File: config.mk
export PLATFORM = sky130hd
export DESIGN_NAME = exception_controller
export DESIGN_NICKNAME = d
export VERILOG_FILES = /design/src/rtl/exception_controller_pkg.sv /design/src/rtl/exception_controller_sat_counter.sv /design/src/rtl/exception_controller.sv
export SDC_FILE = /design/constraint.sdc
export NUM_CORES = 1
export LEC_CHECK = 0
export ABC_CLOCK_PERIOD_IN_PS = 1900
export BUFFER_PORTS_ARGS = -buffer_cell sky130_fd_sc_hd__buf_2
export CAP_MARGIN = 20
export CORE_MARGIN = 3
export CORE_UTILIZATION = 40
export CTS_CLUSTER_DIAMETER = 120
export CTS_CLUSTER_SIZE = 14
export DETAILED_ROUTE_END_ITERATION = 8
export HOLD_SLACK_MARGIN = 0.15
export PLACE_DENSITY = 0.7
export SLEW_MARGIN = 20
export SYNTH_ARGS = -nofsm -noshare
export SYNTH_HDL_FRONTEND = slang
export SYNTH_SLANG_ARGS = --single-unit
File: constraint.sdc
create_clock -name clk -period 1.9 [get_ports clk]
set_input_delay 0.095 -clock clk [delete_from_list [all_inputs] [get_ports clk]]
set_output_delay 0.095 -clock clk [all_outputs]
set_load 0.02 [all_outputs]
File: src/rtl/exception_controller_pkg.sv
// Shared definitions for the exception controller slice.
// Holds the FSM state encoding, datapath widths and the default handler vector.
package exc_pkg;

  localparam int unsigned PC_W    = 16;
  localparam int unsigned CAUSE_W = 4;

  localparam logic [PC_W-1:0] HANDLER_ADDR_DEFAULT = 16'h0F00;

  typedef enum logic [2:0] {
    IDLE    = 3'd0,
    FLUSH   = 3'd1,
    VECTOR  = 3'd2,
    HANDLER = 3'd3,
    RETURN  = 3'd4,
    FATAL   = 3'd5
  } exc_state_t;

endpackage

File: src/rtl/exception_controller_sat_counter.sv
// exc_sat_counter: event counter that sticks at its all-ones value.
// Ports:
//   clk   - rising-edge clock
//   rst   - synchronous active-high clear
//   inc   - count one event this cycle
//   count - current count, saturates at 2^W-1
module exc_sat_counter #(
  parameter int unsigned W = 8
) (
  input  logic         clk,
  input  logic         rst,
  input  logic         inc,
  output logic [W-1:0] count
);

  always_ff @(posedge clk) begin
    if (rst) begin
      count <= '0;
    end else if (inc && (count != '1)) begin
      count <= count + 1'b1;
    end
  end

endmodule

File: src/rtl/exception_controller.sv
// exception_controller: sequences the pipeline response to an exception.
// Captures faulting PC/opcode, flushes and stalls the pipeline, redirects
// fetch to the handler vector, and on eret resumes at the faulting PC + 1.
// A second exception inside the handler latches a fatal halt until reset.
// Ports:
//   clk, rst        - clock, synchronous active-high reset
//   exception_flag  - exception request from the exception handle unit
//   instruct, pc_in - faulting instruction and its PC
//   eret            - return-from-exception (honoured only in the handler)
//   flush, stall    - pipeline register clear / freeze
//   pc_sel          - fetch takes pc_redirect next cycle
//   pc_redirect     - redirect target
//   epc, cause      - saved faulting PC and opcode
//   in_handler      - handler code executing
//   nested_err      - sticky fatal indicator
//   exc_count       - exceptions accepted, saturating
module exception_controller
  import exc_pkg::*;
#(
  parameter logic [15:0] HANDLER_ADDR = HANDLER_ADDR_DEFAULT,
  parameter int unsigned FLUSH_CYCLES = 2
) (
  input  logic        clk,
  input  logic        rst,
  input  logic        exception_flag,
  input  logic [15:0] instruct,
  input  logic [15:0] pc_in,
  input  logic        eret,
  output logic        flush,
  output logic        stall,
  output logic        pc_sel,
  output logic [15:0] pc_redirect,
  output logic [15:0] epc,
  output logic [3:0]  cause,
  output logic        in_handler,
  output logic        nested_err,
  output logic [7:0]  exc_count
);

  localparam logic [3:0] FLUSH_INIT = 4'(FLUSH_CYCLES - 1);

  exc_state_t state, state_next;
  logic [3:0] flush_cnt;
  logic       accept;

  // Only the opcode field of the faulting instruction is recorded.
  logic unused_instruct_bits;
  assign unused_instruct_bits = ^instruct[11:0];

  assign accept = (state == IDLE) && exception_flag;

  always_ff @(posedge clk) begin
    if (rst) begin
      state     <= IDLE;
      flush_cnt <= '0;
      epc       <= '0;
      cause     <= '0;
    end else begin
      state <= state_next;
      if (accept) begin
        epc       <= pc_in;
        cause     <= instruct[15:12];
        flush_cnt <= FLUSH_INIT;
      end else if ((state == FLUSH) && (flush_cnt != '0)) begin
        flush_cnt <= flush_cnt - 1'b1;
      end
    end
  end

  // Outputs depend on state and registered epc only, never on inputs.
  always_comb begin
    state_next  = state;
    flush       = 1'b0;
    stall       = 1'b0;
    pc_sel      = 1'b0;
    pc_redirect = '0;
    in_handler  = 1'b0;
    nested_err  = 1'b0;
    unique case (state)
      IDLE: begin
        if (exception_flag) state_next = FLUSH;
      end
      FLUSH: begin
        flush = 1'b1;
        stall = 1'b1;
        if (flush_cnt == '0) state_next = VECTOR;
      end
      VECTOR: begin
        pc_sel      = 1'b1;
        pc_redirect = HANDLER_ADDR;
        state_next  = HANDLER;
      end
      HANDLER: begin
        in_handler = 1'b1;
        if (exception_flag) state_next = FATAL;
        else if (eret)      state_next = RETURN;
      end
      RETURN: begin
        pc_sel      = 1'b1;
        flush       = 1'b1;
        pc_redirect = epc + 16'd1;
        state_next  = IDLE;
      end
      FATAL: begin
        stall      = 1'b1;
        nested_err = 1'b1;
      end
      default: state_next = IDLE;
    endcase
  end

  exc_sat_counter #(.W(8)) u_exc_count (
    .clk   (clk),
    .rst   (rst),
    .inc   (accept),
    .count (exc_count)
  );

endmodule

==> metrics.txt, run 1 <==
share of cell area taken by muxes after synthesis 0.0106; initial antenna violation count 0; fraction of final layout cells with drive strength greater than 1 0.321; library cell with the largest summed area after synthesis dfxtp_1; required time at the worst-slack endpoint 1.80 ns; DRC violation count after routing 0; total global-route track usage 0.195; Starting Density 0.423; largest family of logic cells by synthesized area simple AND/OR/NAND/NOR gates; CP Data Arrival Time 1.73 ns; final weighted congestion in routability-driven placement 0.824; worst-path fanout max 6; Post-synth top flop dfxtp_1; ratio of routed vias to standard cells 5.22; net count reported at finish 385; top-level port count 85; footprint of the multi-input gates 0.00114 mm^2; vias in the first global route 1,848; largest net degree at the start of global routing 36; core footprint 0.00447 mm^2; worst slack at placement 0.123 ns; sequential share of the synthesized area 0.370; number of optimization iterations in the first detailed-route pass 4; vertical die dimension 74.8 um; CP Cell Sequence buf_4 -> nand4_1 -> buf_4 -> o31a_1 -> o21ai_0 -> a21oi_1 -> buf_2; cell at the root of the clock tree clkbuf_8; count of filler cells inserted in the layout 412; leading post-synthesis cells by cell area dfxtp_1 (37%), nand2_1 (9.7%), a21oi_1 (8.2%), xor2_1 (4.6%), nor2_1 (4.2%); synthesized-area fraction occupied by ao, oa, aoi and oai cells 0.167; transition at the pin with the smallest max-transition slack 0.638 ns; Worst Slack Setup Final 0.0780 ns; number of synthesis warnings 0; worst setup skew after layout 0.00442 ns; total of flip-flops plus latches after synthesis 35; Cell Pwr Density 774 mW/mm^2; Util after Layout 0.599; Mapped Avg Cell Area 7.52 um^2; global-route wire length before repair 8420 um; net count after synthesis 291; TritonCTS clock tree built; number of diodes added for antenna fixing 0; max-slew violation count 0; dpl hpwl 3530 um; Rel. slew slack 0.574; most frequent cell after synthesis nand2_1; share of synthesized cell area in and, or, nand and nor gates 0.316; die outline area 0.00560 mm^2; Max Buffers Root-to-Sink 2; worst-skew pair later-pin latency 0.29 ns; beginning of the critical path epc[0]; number of sinks on the clock net 35; most repeated library cell on the critical path buf_4; post-route ant nets 0; adder and majority gate portion of the synthesized area 0.0198; max-capacitance violation count 0; WP buf/inv 3; Hold Crit Class input port to flop; die span in x 74.8 um; Cells after Synth 252; Achievable Freq 0.549 GHz; total wire length after detailed routing 5330 um; startpoint of the tightest hold check path eret; clock transition time at the flip-flop clock pins of the worst setup and hold paths 0.07 ns; run status completed; synthesis-to-finish area growth 41.5%; number of enable flip-flop cells after synthesis 0; element type at the critical path end output port; 1st-iter DRT viols 144; number of distinct library cells after synthesis 39; xor and xnor area share after synthesis 0.0647; worst stage delay on the critical path 0.36 ns; element type at the critical path start flop; wire length per cell after detailed routing 13.4 um; type of the setup path with the least slack flop to output port; family with the most delay on the worst path compound AO/OA/AOI/OAI gates; VDD IR max 0.596 mV; top cell types by occurrence after synthesis nand2_1 (49), dfxtp_1 (35), a21oi_1 (31); vias after detailed routing 2,076; area used by sequential logic in the layout 708 um^2; leakage component of the power 1.17 nW; count of final hold-check violations 0; count of final setup violators 0; total number of H-tree levels 2; minimum period implied by the final worst setup slack 1.82 ns; Core Rows 24; final worst path period share 0.959; count of input and output buffers 72; area share of the largest cell type after synthesis 0.370; total global routing overflow 0; cell area after technology mapping 0.00189 mm^2; reg-to-reg critical path startpoint state[0]; worst-case register-to-register setup slack 0.12 ns; TritonCTS Buffers 5; critical path's slowest cell dfxtp_2; share of synthesized flip-flops with an asynchronous set or reset 0
==> through the flow <==
stage / hold WS, ns / setup TNS [ns] / instances / power (mW) / instance area (um^2)
2_1_floorplan: 0.231 / 0 / 252 / 1.30 / 1890
3_3_place_gp: 0.337 / 0 / 370 / 1.49 / 2330
3_5_place_dp: 0.342 / 0 / 370 / 1.50 / 2330
4_1_cts: 0.215 / 0 / 397 / 2.08 / 2630
5_1_grt: 0.237 / -0.0114 / 398 / 2.21 / 2680
6_report: 0.225 / 0 / 398 / 2.07 / 2680
==> registers in the layout, indices dropped and copies added (netlist names) <==
| name | flops |
|---|---|
| u_exc_count.count | 8 |
| epc | 16 |
| state | 3 |
| flush_cnt | 4 |
| cause | 4 |
==> cells by family (layout without fill, tap and decap cells) <==
logic type	Yosys count	after routing
simple gates	120	120
xor+xnor	14	14
buf+inv	24	118
mux	2	2
flops	35	35
compound gates	54	54
fa+ha+maj	3	3
==> worst paths after layout <==
path,endpoint,cells after the start
hold / removal,state[1],4
setup / recovery,pc_redirect[9],7
hold reg to reg,cause[1],2
setup reg to reg,u_exc_count.count[6],4
==> where the power goes <==
part / internal, mW / total (mW) / switching (mW)
Sequential: 0.807 / 0.882 / 0.0748
Clock: 0.284 / 0.538 / 0.254
Combinational: 0.272 / 0.655 / 0.384
==> cells in the final DEF, fill, tap and decap left out, types with 6 or more instances in the layout <==
cell type      count
buf_2             71
nand2_1           49
a21oi_1           31
dfxtp_1           29
nor2_1            20
dlygate4sd3_1     20
buf_4             11
xor2_1            10
o21ai_0            9
inv_1              8
nand4_1            8
nand3_1            7
clkbuf_8           6
dfxtp_2            6
==> tightest hold or removal path, cell delays in order <==
cell	delay, ns
buf_2	0.09
o21ai_0	0.07
a22oi_1	0.14
nor3_1	0.06
==> area by class of cell <==
| type | instances | share of cell area |
|---|---|---|
| Clock buffer | 6 | 0.0308 |
| Multi-Input combinational cell | 193 | 0.425 |
| Inverter | 8 | 0.0112 |
| Sequential cell | 35 | 0.264 |
| Clock inverter | 1 | 0.00187 |
| Timing Repair Buffer | 103 | 0.242 |
| Tap cell | 52 | 0.0243 |
==> routing by layer <==
layer | vias up | routed length (um) | GRT usage
li1 | 1063 | - | -
met1 | 933 | 2310 | 0.248
met2 | 75 | 2640 | 0.322
met3 | 5 | 314 | 0.0494
met4 | 0 | 62 | 0.0692
met5 | - | 0 | 0
==> what timing repair did <==
item,4_1_cts,5_1_grt
pin swaps,0,2
hold endpoints to repair,20,0
resized for setup,6,13
buffers inserted,0,1
hold buffers,20,0
endpoints found under the setup margin,5,7
No activity file was read; power rests on OpenSTA's default activity.
==> run 2: changes to the inputs <==
Settings changed: ABC_AREA set to 1.
==> run 2 against run 1 <==
  * Synthesized cell count increased by 23%
  * Worst hold slack got worse by 0.075 ns
  * Critical endpoint is now pc_redirect[8]
  * Sequential share of layout area is 0.50 points lower
  * Synthesized area up 3.6%
  * Fmax is 3.6% higher
==> metrics.txt, run 2 <==
Sum Neg Setup Slack 0 ns (unchanged); Hold Crit Class input port to flop; Post-synth top flop dfxtp_1; cell area after technology mapping 0.00196 mm^2 (+3.6%); most frequent cell after synthesis nand2_1; number of synthesis warnings 0 (unchanged); area share of the largest cell type after synthesis 0.357 (-0.0127); transition at the pin with the smallest max-transition slack 0.308 ns (-0.330 ns); CP Data Arrival Time 1.66 ns (-0.07 ns); vias after detailed routing 2,191 (+5.5%); Cell Pwr Density 1250 mW/mm^2 (+61%); post-layout instance area 0.00274 mm^2 (+2.3%); leading post-synthesis cells by cell area dfxtp_1 (36%), nand2_1 (15%), nor2_1 (8.6%), a21oi_1 (8.2%), inv_1 (7.3%); Core Rows 24 (unchanged); share of synthesized flip-flops with an asynchronous set or reset 0 (unchanged); count of final setup violators 0 (unchanged); number of optimization iterations in the first detailed-route pass 4 (unchanged); cell at the root of the clock tree clkbuf_8; 1st-iter DRT viols 98 (-32%); Util after Layout 0.605 (+0.00559); final worst path period share 0.925 (-0.0335); minimum period implied by the final worst setup slack 1.76 ns (-0.0636 ns); max-slew violation count 0 (unchanged); most frequent standard cell in the layout excluding fill and tap cells nand2_1; total wire length after detailed routing 5510 um (+3.3%); Mapped Avg Cell Area 6.31 um^2 (-16%); TritonCTS Buffers 5 (unchanged); TritonCTS clock tree built; total global-route track usage 0.192 (-0.00361); total number of H-tree levels 2 (unchanged); reg-to-reg critical path startpoint state[1]; core footprint 0.00453 mm^2 (+1.3%); total global routing overflow 0 (unchanged); largest net degree at the start of global routing 23 (-36%); count of input and output buffers 72 (unchanged); registers with the most flip-flops epc (16), u_exc_count.count (8); required time at the worst-slack endpoint 1.80 ns (about the same); net count reported at finish 446 (+16%); leakage component of the power 1.35 nW (+16%); number of distinct library cells after synthesis 25 (-36%); DRC violation count after routing 0 (unchanged); count of final hold-check violations 0 (unchanged); Cells after Synth 311 (+23%); clock transition time at the flip-flop clock pins of the worst setup and hold paths 0.08 ns (about the same); startpoint of the tightest hold check path rst; register name with the most flops epc; leading cell types in the layout, fill and taps excluded nand2_1 (80), buf_2 (71), nor2_1 (44); Max Buffers Root-to-Sink 2 (unchanged); Starting Density 0.433 (+0.00929); die outline area 0.00578 mm^2 (+3.3%); global-route wire length before repair 9220 um (+9.5%); max-capacitance violation count 0 (unchanged); dpl hpwl 3830 um (+8.6%); initial antenna violation count 0 (unchanged); Placement Cell Area 0.00237 mm^2 (+2.0%); type of the setup path with the least slack flop to output port; number of sinks on the clock net 35 (unchanged); VDD IR max 0.637 mV (+6.7%); vias in the first global route 2,061 (+12%); ratio of routed vias to standard cells 4.64 (-11%); wire length per cell after detailed routing 11.7 um (-13%); run status completed; number of enable flip-flop cells after synthesis 0 (unchanged); number of diodes added for antenna fixing 0 (unchanged); element type at the critical path end output port; Final Power 3.42 mW (+65%); library cell with the largest summed area after synthesis dfxtp_1; final weighted congestion in routability-driven placement 0.879 (+6.7%); net count after synthesis 350 (+20%); top cell types by occurrence after synthesis nand2_1 (80), nor2_1 (45), inv_1 (38); Achievable Freq 0.569 GHz (+3.6%); synthesis-to-finish area growth 39.7%; Rel. slew slack 0.794 (+0.220); top-level port count 85 (unchanged); element type at the critical path start flop; Largest register FFs 16 (unchanged); post-route ant nets 0 (unchanged); worst-skew pair later-pin latency 0.29 ns (about the same); fraction of final layout cells with drive strength greater than 1 0.263 (-0.0579); worst setup skew after layout 0.00560 ns (+0.00119 ns); worst-path fanout max 4 (-2); sequential share of the synthesized area 0.357 (-0.0127); total of flip-flops plus latches after synthesis 35 (unchanged); vertical die dimension 76.0 um (+1.6%); die span in x 76.0 um (+1.6%); beginning of the critical path epc[0]
run 2: cell count changes after synthesis, moves of 6 or more:
| cell | before | now |
|---|---|---|
| xor2_1 | 10 | 4 |
| inv_1 | 8 | 38 |
| clkbuf_1 | 14 | 3 |
| nand2_1 | 49 | 80 |
| o21ai_0 | 9 | 25 |
| nand2_2 | 0 | 6 |
| nand4_1 | 8 | 1 |
| nor2_1 | 21 | 45 |
run 2: path summary, 6_finish.rpt:
path,end,slack (ns),cells past startpoint
worst min-delay path,epc[1],0.15,2
worst min register to register,cause[2],0.47,2
worst max-delay path,pc_redirect[8],0.14,8
worst max register to register,u_exc_count.count[0],0.35,8
run 2: cell families (layout without fill, tap and decap cells):
kind of cell	Yosys count	in the layout	synth area share
XOR/XNOR	4	4	0.0179
buffers and inverters	50	146	0.103
flip-flops	35	35	0.357
AND/OR/NAND/NOR	158	158	0.343
AO/OA/AOI/OAI	61	61	0.160
adder cells (fa/ha/maj)	3	3	0.0191
run 2: what timing repair did:
item	4_1_cts	5_1_grt
resized for setup	1	12
buffers inserted	0	3
pin swaps	0	3
hold endpoints to repair	20	0
setup endpoints to repair	2	8
hold buffers	20	0
run 2: power by group:
part           internal [mW]  total, mW  switching [mW]
Combinational          0.547       1.63            1.09
Sequential             0.928       1.12           0.192
Clock                  0.383      0.665           0.281
run 2: area by class of cell:
cell class	count	area [um^2]
fillers	431	1790
multi-input cells	226	1080
flip-flops and latches	35	711
repair buffers	97	601
inverters	42	158
well taps	65	81.3
clock buffers	5	68.8
clock inverters	2	37.5
run 2: stage by stage:
stage | hold WS [ns] | cells | setup slack, ns
5_1_grt | 0.176 | 472 | -0.0000721
4_1_cts | 0.153 | 469 | 0.0117
3_5_place_dp | 0.352 | 442 | 0.288
2_1_floorplan | 0.164 | 311 | 0.135
6_report | 0.150 | 472 | 0.142
3_3_place_gp | 0.346 | 442 | 0.300
run 2: worst max-delay path, stage by stage (launching register included):
cell     delay (ns)
dfxtp_4        0.36
ha_2           0.18
nand2_2        0.08
nor2_4         0.14
nand2_4        0.08
nor2_4         0.13
nor2_1         0.05
o21ai_0        0.16
buf_2          0.19
run 2: layer usage:
| metal | vias to the layer above | global-route usage | share of wire |
|---|---|---|---|
| met2 | 70 | 0.313 | 0.45 |
| li1 | 1172 | - | - |
| met5 | - | 0 | 0 |
| met4 | 0 | 0.0652 | 0.018 |
| met3 | 9 | 0.0449 | 0.064 |
| met1 | 940 | 0.248 | 0.47 |
==> run 3: changes to the inputs <==
Settings changed: BUFFER_PORTS_ARGS -buffer_cell sky130_fd_sc_hd__buf_2 to unset, DONT_BUFFER_PORTS set to 1, PLACE_DENSITY 0.7 to 0.54.
==> run 3 against run 2 <==
  * Setup slack worse by 0.027 ns
  * Cell count decreased by 9.7%
  * Worst hold slack gained 0.060 ns
  * Cell area down 6.2%
  * Clock power is 5.9% higher
  * Flip-flop and latch count unchanged
  * Power grew 0.35%
  * Wire length fell by 5.1%
  * Critical path type unchanged
  * Critical endpoint unchanged
  * Largest cell class unchanged
==> metrics.txt, run 3 (synthesis results as in run 2) <==
total global-route track usage 0.181 (-0.0109); ratio of routed vias to standard cells 4.77 (+2.8%); worst-skew pair later-pin latency 0.29 ns (about the same); type of the setup path with the least slack flop to output port; met3 global-route usage 0.0567 (+0.0118); final cell count without fillers 426 (-9.7%); worst-path fanout max 4 (unchanged); layer with the highest usage after global routing met2; worst setup skew after layout 0.00592 ns (+0.000314 ns); die span in x 76.0 um (unchanged); top-level port count 85 (unchanged); wire length per cell after detailed routing 12.3 um (+5.1%); Largest register FFs 16 (unchanged); vertical die dimension 76.0 um (unchanged); Achievable Freq 0.560 GHz (-1.5%); run status completed; Starting Density 0.433 (unchanged); leakage component of the power 1.12 nW (-17%); count of final setup violators 0 (unchanged); number of placed cells counting well taps 396 (-10%); global-route track usage on met2 0.319 (+0.00621); fraction of final layout cells with drive strength greater than 1 0.163 (-0.0995); leading cell types in the layout, fill and taps excluded nand2_1 (80), nor2_1 (43), inv_1 (38); element type at the critical path end output port; met1 global-route usage 0.211 (-0.0369); count of final hold-check violations 0 (unchanged); vias after detailed routing 2,032 (-7.3%); final worst path period share 0.940 (+0.0141); Max Buffers Root-to-Sink 2 (unchanged); most frequent standard cell in the layout excluding fill and tap cells nand2_1; Core Rows 24 (unchanged); register name with the most flops epc; CP Data Arrival Time 1.69 ns (+0.03 ns); largest net degree at the start of global routing 18 (-22%); post-layout instance area 0.00257 mm^2 (-6.2%); VDD IR max 0.761 mV (+20%); count of input and output buffers 0 (-100%); max-slew violation count 0 (unchanged); element type at the critical path start flop; Placement Cell Area 0.00221 mm^2 (-7.0%); Hold Crit Class input port to flop; TritonCTS clock tree built; net count reported at finish 399 (-11%); post-route ant nets 0 (unchanged); number of sinks on the clock net 35 (unchanged); 1st-iter DRT viols 72 (-27%); family with the most delay on the worst path simple AND/OR/NAND/NOR gates; DRC violation count after routing 0 (unchanged); final weighted congestion in routability-driven placement 0.855 (-2.8%); number of optimization iterations in the first detailed-route pass 4 (unchanged); synthesis-to-finish area growth 31.1%; die outline area 0.00578 mm^2 (unchanged); core footprint 0.00453 mm^2 (unchanged); Rel. slew slack 0.631 (-0.163); max-capacitance violation count 0 (unchanged); clock transition time at the flip-flop clock pins of the worst setup and hold paths 0.08 ns (about the same); minimum period implied by the final worst setup slack 1.79 ns (+0.0268 ns); total global routing overflow 0 (unchanged); required time at the worst-slack endpoint 1.80 ns (about the same); transition at the pin with the smallest max-transition slack 0.551 ns (+0.243 ns); dpl hpwl 3860 um (+0.64%); vias in the first global route 1,894 (-8.1%); Sum Neg Setup Slack 0 ns (unchanged); CP Cell Sequence buf_4 -> nand2_2 -> nor2_4 -> nand2_2 -> nor2_2 -> nor2_1 -> o21ai_0 -> buf_4; total number of H-tree levels 2 (unchanged); global-route wire length before repair 8630 um (-6.4%); total wire length after detailed routing 5220 um (-5.1%); registers with the most flip-flops epc (16), u_exc_count.count (8); WP buf/inv 2 (+1); worst hold margin 0.210 ns (+0.0595 ns); Cell Pwr Density 1330 mW/mm^2 (+7.0%); initial antenna violation count 0 (unchanged); critical path's slowest cell dfxtp_1; number of diodes added for antenna fixing 0 (unchanged); worst stage delay on the critical path 0.37 ns (about the same); cell at the root of the clock tree clkbuf_8; TritonCTS Buffers 5 (unchanged)
## run 3: cell type report
cell class	instances	area (um^2)
clock buffer	5	68.8
clock inverter	3	46.3
fill	443	1960
inverter	42	160
multi-input combinational	226	1080
sequential	35	704
tap	65	81.3
timing repair buffer	50	430
## run 3: worst paths after layout
kind / slack [ns] / cells after the start / to / from
worst max register to register: 0.16 / 6 / epc[13] / state[1]
worst max-delay path: 0.11 / 8 / pc_redirect[8] / epc[2]
worst min-delay path: 0.21 / 7 / state[2] / eret
worst min register to register: 0.49 / 2 / flush_cnt[3] / flush_cnt[3]
## run 3: per-stage QoR
stage | setup WS, ns | utilization | total power [mW]
2_1_floorplan | 0.135 | - | 2.24
4_1_cts | 0.00400 | 0.561 | 3.43
3_5_place_dp | 0.336 | 0.487 | 2.67
5_1_grt | -0.0103 | 0.567 | 3.68
6_report | 0.115 | 0.567 | 3.43
3_3_place_gp | 0.352 | 0.487 | 2.66
## run 3: repair_timing
action / CTS / global route
gates resized for setup: 0 / 9
endpoints found under the setup margin: 0 / 5
hold buffers: 22 / 0
endpoints found under the hold margin: 32 / 0
buffers inserted: 0 / 0
## run 3: per-layer routing
| layer | vias to the layer above | routed length (um) |
|---|---|---|
| met2 | 47 | 2460 |
| met5 | - | 0 |
| li1 | 1078 | - |
| met3 | 6 | 314 |
| met1 | 901 | 2400 |
| met4 | 0 | 47 |
## run 3: tightest hold or removal path, stage by stage
cell and delay (ns):
nor2_1 0.02, nand2_1 0.05, nand2_1 0.07, inv_1 0.07, nand3_1 0.06, nand2_1 0.06
nor2_1 0.04
## run 3: where the power goes
part	internal, mW	switching [mW]
logic	0.540	1.06
clock network	0.396	0.309
registers	0.923	0.206
total	1.86	1.57
